## config.mk

```make
export PLATFORM = sky130hd
export DESIGN_NAME = regfile_wr_arbiter
export DESIGN_NICKNAME = d
export VERILOG_FILES = /design/src/rtl/regfile_wr_arbiter.sv
export SDC_FILE = /design/constraint.sdc
export NUM_CORES = 1
export LEC_CHECK = 0
export ABC_AREA = 1
export CAP_MARGIN = 40
export CORE_MARGIN = 1.5
export CORE_UTILIZATION = 42
export CTS_CLUSTER_DIAMETER = 100
export DETAILED_ROUTE_END_ITERATION = 6
export GPL_ROUTABILITY_DRIVEN = 0
export HOLD_SLACK_MARGIN = 0.15
export PLACE_DENSITY = 0.78
export REMOVE_ABC_BUFFERS = 1
export SETUP_SLACK_MARGIN = 0.2
export SLEW_MARGIN = 10
export SYNTH_ARGS = -nofsm -noshare
export SYNTH_HDL_FRONTEND = slang
export SYNTH_SLANG_ARGS = --single-unit
```

## constraint.sdc

```tcl
create_clock -name clk -period 1.4 [get_ports clk]
set_input_delay 0.21 -clock clk [delete_from_list [all_inputs] [get_ports clk]]
set_output_delay 0.21 -clock clk [all_outputs]
set_load 0.1 [all_outputs]
```

## src/rtl/regfile_wr_arbiter.sv

```systemverilog
// Two-requester register-file write arbiter.
// Requester A (ALU writeback) and requester B (memory load) share one write port. The
// grant is combinational and goes to one requester per cycle. Grant priority alternates
// between A and B. The accepted write is registered onto the wr_* outputs one cycle later.
module regfile_wr_arbiter #(
  parameter int unsigned DATA_W = 16
) (
  input  logic              clk,
  input  logic              reset,
  input  logic              a_valid,
  input  logic [2:0]        a_dest,
  input  logic [DATA_W-1:0] a_data,
  output logic              a_ready,
  input  logic              b_valid,
  input  logic [2:0]        b_dest,
  input  logic [DATA_W-1:0] b_data,
  output logic              b_ready,
  input  logic              hold,
  output logic              wr_en,
  output logic [2:0]        wr_dest,
  output logic [DATA_W-1:0] wr_data,
  output logic [7:0]        wr_sel,
  output logic [7:0]        wr_count
);

  typedef enum logic {PrioA, PrioB} prio_e;

  prio_e             prio_q, prio_d;
  logic              xfer;
  logic [2:0]        sel_dest;
  logic [DATA_W-1:0] sel_data;

  logic              wr_en_q;
  logic [2:0]        wr_dest_q;
  logic [DATA_W-1:0] wr_data_q;
  logic [7:0]        wr_sel_q;
  logic [7:0]        wr_count_q;

  // Grant selection, write mux and next priority pointer.
  always_comb begin
    a_ready  = 1'b0;
    b_ready  = 1'b0;
    prio_d   = prio_q;
    sel_dest = a_dest;
    sel_data = a_data;
    // Ready stays low during reset, so a request seen in that window is dropped.
    if (!reset && !hold) begin
      a_ready = a_valid && (!b_valid || (prio_q == PrioA));
      b_ready = b_valid && (!a_valid || (prio_q == PrioB));
    end
    if (b_ready) begin
      sel_dest = b_dest;
      sel_data = b_data;
      prio_d   = PrioA;
    end else if (a_ready) begin
      prio_d   = PrioB;
    end
    xfer = a_ready || b_ready;
  end

  // Registered write port and the transfer counter. dest/data hold when no transfer occurs.
  always_ff @(posedge clk or posedge reset) begin
    if (reset) begin
      prio_q     <= PrioA;
      wr_en_q    <= 1'b0;
      wr_dest_q  <= 3'd0;
      wr_data_q  <= '0;
      wr_sel_q   <= 8'h00;
      wr_count_q <= 8'd0;
    end else begin
      prio_q   <= prio_d;
      wr_en_q  <= xfer;
      wr_sel_q <= xfer ? (8'h01 << sel_dest) : 8'h00;
      if (xfer) begin
        wr_dest_q  <= sel_dest;
        wr_data_q  <= sel_data;
        wr_count_q <= wr_count_q + 8'd1;
      end
    end
  end

  assign wr_en    = wr_en_q;
  assign wr_dest  = wr_dest_q;
  assign wr_data  = wr_data_q;
  assign wr_sel   = wr_sel_q;
  assign wr_count = wr_count_q;

endmodule

```

* After elaboration in Yosys (flattened, before gate mapping)
Index checks and enable logic that the tools add are counted.
Word-level totals: bits in registers 37, latch bits 0, bits in writable memories 0, ROM bits 0, input bits 43, output and inout bits 38, logic and storage cells 27, memories 0
Operators by class: add/sub/neg operators 1, multiply operators 0, div/mod/pow operators 0, $lt $le $gt $ge 0, equality and inequality tests 0, shift-type cells 1, multiplexer cells 7, bitwise gates (word level) 1, reductions and logical operators 11
Operators with widths (count):
- two-way mux 16 bit | 1
- adder 8 x 1 -> 8 bit (second input constant) | 1
- two-way mux 8 bit | 1
- left shift 1 x 3 -> 8 bit (first input constant) | 1
- logical NOT 1 bit | 4
- two-way mux 1 bit | 4
- logical AND 1 bit | 3
- logical OR 1 bit | 3
- two-way mux 3 bit | 1
- nonzero test 2 bit | 1
- NOT 1 bit | 1

* Depth between registers and ports, before layout
word-level depth 7, mapped depth 8, gate-level depth less buffers 7

* Worst setup path before layout
OpenSTA, ideal clock, no wires.
path kind register to register, start point register wr_count_q[0] (netlist: wr_count[0]), end point register wr_count_q[4] (netlist: wr_count[4]), setup time 129 ps, arrival time 1691 ps, required time 1271 ps, setup slack -420 ps, stages on the path, launching flop included 6, buffers on the path 0, period minus slack after synthesis 1820 ps, cell sequence dfrtp_1 ha_1 nand3_1 xor2_1 nand2_1 o21ai_0
On the way: longest elaborated chain between the ends 1
Ends and longest elaborated chain:
- start: declaration | line 37 | logic [7:0] wr_count_q;
- start signal: assignment | line 77 | wr_count_q <= wr_count_q + 8'd1;
- adder 8 x 1 -> 8 bit | line 77
Every way passes these cells. A chain may end at the register's enable or synchronous reset.

* Worst setup path in the final report
start point register prio_q, end point output port b_ready
On the way: longest elaborated chain between the ends 3
Ends and longest elaborated chain:
- start: declaration | line 28 | prio_e prio_q, prio_d;
- start signal: assignment | line 64 | prio_q <= PrioA;
- start signal: assignment | line 71 | prio_q <= prio_d;
- logical OR 1 bit | line 49 | b_ready = b_valid && (!a_valid || (prio_q == PrioB));
- logical AND 1 bit | line 49
- two-way mux 1 bit | line 47 | if (!reset && !hold) begin
- end: declaration | line 17 | output logic b_ready,
Every way passes these cells.

==> results.md <==
Status:
- The run finished with clean final reports.

Global route:
- Entering global routing, the biggest net connects 38 pins.
- The via count of the first global-routing pass is 1910.
- The number of antenna violations at the first check in global routing is 0.
- For this run, the total global-route usage over all layers was measured as 22.2%.
- The first global-routing pass estimated approximately 8.7 mm of wire.
- The total overflow left after global routing is 0.

Power:
- The logic gate share of total power is 59.8%.
- The power after layout is 5770 uW.
- The switching power total is approximately 2800 uW.
- The switching fraction of total power is between 40 and 50%.
- The maximum resistive drop on vdd is 0.879 mV.
- Sequential cells burn 28.0% of the power.
- Per report_power, the clock group accounts for 12.2% of the total.
- Power spread over the standard cell area amounts to around 1600 mW/mm^2.
- The internal power contribution is 2920 uW.
- The analysis attributes to cell leakage a power of 0.00179 uW.

Clock network:
- The CTS tree is built.
- After clock tree synthesis, the clock-pin slew on the worst setup and hold paths is 0.07 ns.
- The root cell of the clock tree is sky130_fd_sc_hd__clkbuf_8.
- For the worst-skew pair, the clock arrives at the later sink with an insertion delay of slightly below 0.3 ns.
- The maximum buffer depth of the clock tree is 2.
- The total of hold buffers inserted after clock tree synthesis is 0.
- Counting the buffers created by CTS gives 5.
- The number of H-tree levels is 2.
- The clock net in this run drives a total of 37 sinks.

Synth:
- The synthesized-area fraction occupied by xor and xnor cells is 1.83%.
- After technology mapping, the gate count stands at 262.
- Measured against the total synthesized area, the mux share comes to 0%.
- The synthesized netlist devotes 1.57% of its cell area to compound gates.
- In this run the cell area of the synthesized design comes to 0.00191 mm^2.
- Each instance of the synthesized netlist takes up on average approximately 7.3 um^2.
- In this run, synthesis produced a sequential element count of 37.
- The simple-gate portion of the synthesized area is between 30% and 40%.
- For this run, the number of Yosys warnings is 0.
- For this run, the register share of the synthesized area comes to 48.4%.
- After synthesis, the largest family of logic cells by area is simple AND/OR/NAND/NOR gates.
- Summing the areas of all fa, ha and maj instances in the mapped netlist gives 0.654% of the synthesized area.
- After synthesis, the netlist uses 21 different library cells.

STA:
- The final setup slack of the worst path is a little under 0.04 ns.
- Setup total negative slack on the finished layout was measured at 0 ns.
- The transition time at the pin with the least slew margin is about 0.22 ns.
- The final critical path time including I/O delays and setup is 1.36 ns.
- For this run, the top clock speed supported by timing is between 700 and 800 MHz.
- Setup repair after global routing could not meet its margin everywhere.
- Setup violations remaining at the end of the flow were counted as 0.
- The final critical path takes up 97.2% of the cycle.
- Headroom to the max-slew limit came out at a little under nine tenths.
- The final count of pins violating max slew is 0.
- The count of endpoints failing hold in the final timing report is 0.
- Between clock sinks in the finished design, the worst skew comes to 0.00516 ns.

Setup path:
- The type of element capturing the critical path is an output port.
- The internal reg-to-reg setup slack is 0.07 ns.
- The number of cells on the worst reg-to-reg path is 7.
- The worst register-to-register path begins at prio_q$_DFFE_PP0P_.
- The critical path required time is between 1 and 1.5 ns.
- The kind of start point of the critical path is a flop.
- The destination of the worst register-to-register timing path is wr_dest[1]$_DFFE_PP0P_.
- The kind of critical path is reg -> out.
- The peak fanout along the critical path is 3.
- The arrival time at the worst endpoint is 1.15 ns.

Min path:
- The class of the worst hold path is in -> async.

Detailed routing:
- The first detailed-routing pass ran for 4 iterations.
- In this run, the number of DRC markers left after iteration 0 of detailed routing was 104.
- After detailed routing, the total wire length is 5.19 mm.
- After detailed routing, the number of remaining DRC violations is 0.
- Dividing the detail-routed via count by the number of cells gives just under 5.
- Once detail routing completed, the nets flagged for antenna violations numbered 0.
- The number of vias in the routed layout is 1975.
- In the final routed layout, each cell accounts on average for roughly 13 um.

Die:
- The floorplan step defined a die boundary enclosing 0.00497 mm^2.
- The I/O pin count is 81.
- After floorplanning, the core was sized to cover 0.00435 mm^2.
- The floorplan has 24 rows.
- The die span in y is 70.5 um.
- The effective utilization at floorplan is 43.9%.
- The width of the chip is approximately 70 um.

Cells and area:
- Compared with the post-synthesis result, the final layout area differs by 83.6%.
- Cells fill 80.6% of the core in the end.
- The final-stage net count is between 400 and 500.
- The number of fill cells in the layout is 224.
- Of the cells placed in the final design, the portion with a size suffix greater than 1 is 27.0%.
- Once layout is complete, the cells apart from fillers number slightly above 400.
- The antenna diode instance count is 0.

Run:
- The count of maximum capacitance violations is 0.

Place:
- Counting tap cells, the placed design contains a total of 398 instances.
- Input and output buffers added on the ports amount to 80.
- The detailed placement HPWL is 3.51 mm.
- At the placement stage, the worst setup path has a slack of -0.209 ns.
-- repair_timing --
item / CTS / global route
pin swaps: 10 / 6
resized for setup: 27 / 24
setup buffers: 4 / 0
cloned: 1 / 0
setup endpoints to repair: 38 / 41
-- final cells by class --
class                           count  area, um^2  share of cell area, %
Timing Repair Buffer               97        1390                   39.6
Sequential cell                    37         931                   26.5
Multi-Input combinational cell    165         846                   24.1
Inverter                           52         200                   5.70
Clock buffer                        8        80.1                   2.28
Tap cell                           52        65.1                   1.85
-- layout by cell type, fill, tap and decap left out, types with 2 or more instances in the layout --
cell,netlist,routed
sky130_fd_sc_hd__nor2_2,0,5
sky130_fd_sc_hd__clkbuf_8,0,5
sky130_fd_sc_hd__o21ai_0,6,2
sky130_fd_sc_hd__clkdlybuf4s50_1,0,38
sky130_fd_sc_hd__xor2_1,3,2
sky130_fd_sc_hd__nand3_4,1,3
sky130_fd_sc_hd__dfrtp_1,37,33
sky130_fd_sc_hd__buf_6,1,4
sky130_fd_sc_hd__o21ai_1,0,4
sky130_fd_sc_hd__inv_1,50,49
sky130_fd_sc_hd__nand2_2,1,16
sky130_fd_sc_hd__buf_12,0,42
sky130_fd_sc_hd__inv_2,1,2
sky130_fd_sc_hd__buf_4,1,8
sky130_fd_sc_hd__nand3_1,27,26
sky130_fd_sc_hd__dfrtp_2,0,4
sky130_fd_sc_hd__clkbuf_1,0,3
sky130_fd_sc_hd__dlygate4sd2_1,0,4
sky130_fd_sc_hd__nand2_1,110,93
sky130_fd_sc_hd__nor2_1,10,5
-- registers in the layout (all words and copies together), names as in the netlist --
register	flops
wr_en	1
wr_data	16
wr_dest	3
wr_sel	8
wr_count	8
prio_q	1
-- cell usage after synthesis --
master                     instances  area [um^2]
sky130_fd_sc_hd__nand2_1         110          413
sky130_fd_sc_hd__inv_1            50          188
sky130_fd_sc_hd__dfrtp_1          37          926
sky130_fd_sc_hd__nand3_1          27          135
sky130_fd_sc_hd__nor2_1           10         37.5
sky130_fd_sc_hd__o21ai_0           6         30.0
sky130_fd_sc_hd__buf_2             5         25.0
sky130_fd_sc_hd__xor2_1            3         26.3
sky130_fd_sc_hd__nand3_2           2         20.0
sky130_fd_sc_hd__buf_4             1         7.51
sky130_fd_sc_hd__buf_6             1         11.3
sky130_fd_sc_hd__buf_8             1         15.0
sky130_fd_sc_hd__clkinv_1          1         3.75
sky130_fd_sc_hd__ha_1              1         12.5
sky130_fd_sc_hd__inv_2             1         3.75
sky130_fd_sc_hd__nand2_2           1         6.26
sky130_fd_sc_hd__nand3_4           1         17.5
sky130_fd_sc_hd__nand3b_1          1         7.51
sky130_fd_sc_hd__nand4_1           1         6.26
sky130_fd_sc_hd__nor2_4            1         11.3
sky130_fd_sc_hd__xnor2_1           1         8.76
-- worst max-delay path, cell delays in order, from the launching register on --
cell and delay (ns):
sky130_fd_sc_hd__dfrtp_1 0.39, sky130_fd_sc_hd__inv_1 0.07, sky130_fd_sc_hd__nand2_2 0.06, sky130_fd_sc_hd__nand3_4 0.11, sky130_fd_sc_hd__clkinv_4 0.07, sky130_fd_sc_hd__buf_12 0.16
-- power groups by stage --
| stage | logic, uW | registers [uW] | clock network, uW |
|---|---|---|---|
| 2_1_floorplan | 431 | 3060 | 0 |
| 5_1_grt | 3570 | 1650 | 765 |
| 6_report | 3450 | 1610 | 706 |
| 4_1_cts | 3390 | 1590 | 722 |
| 3_3_place_gp | 3260 | 1590 | 0 |
| 3_5_place_dp | 3300 | 1600 | 0 |
-- routing by layer --
metal	global-route usage [%]	share of wire, %	vias up
li1	-	-	964
met1	25.7	37	905
met2	37.2	52	88
met3	7.79	8.0	18
met4	9.40	3.1	0
met5	0	0	-
-- kinds of logic after synthesis --
family,count (synthesis)
simple gates,154
buf+inv,60
xor+xnor,4
fa+ha+maj,1
flops,37
compound gates,6
-- how the worst max path moves through the flow --
stage | startpoint | endpoint | slack [ns] | cells past startpoint
floorplan | prio_q$_DFFE_PP0P_ | wr_data[0]$_DFFE_PP0P_ | -0.58 | 7
CTS | prio_q$_DFFE_PP0P_ | b_ready | 0.04 | 5
global placement | reset | wr_sel[5]$_DFF_PP0_ | -0.15 | 7
global route | prio_q$_DFFE_PP0P_ | b_ready | -0.006 | 5
finish | prio_q$_DFFE_PP0P_ | b_ready | 0.04 | 5
detailed placement | reset | wr_sel[7]$_DFF_PP0_ | -0.21 | 7
-- metrics by stage --
stage	instance area, um^2	hold slack, ns
2_1_floorplan	1850	0.390
3_3_place_gp	3240	0.510
3_5_place_dp	3240	0.514
4_1_cts	3450	0.172
5_1_grt	3510	0.191
6_report	3510	0.188
Note: power is estimated with default switching activity, not from simulation.
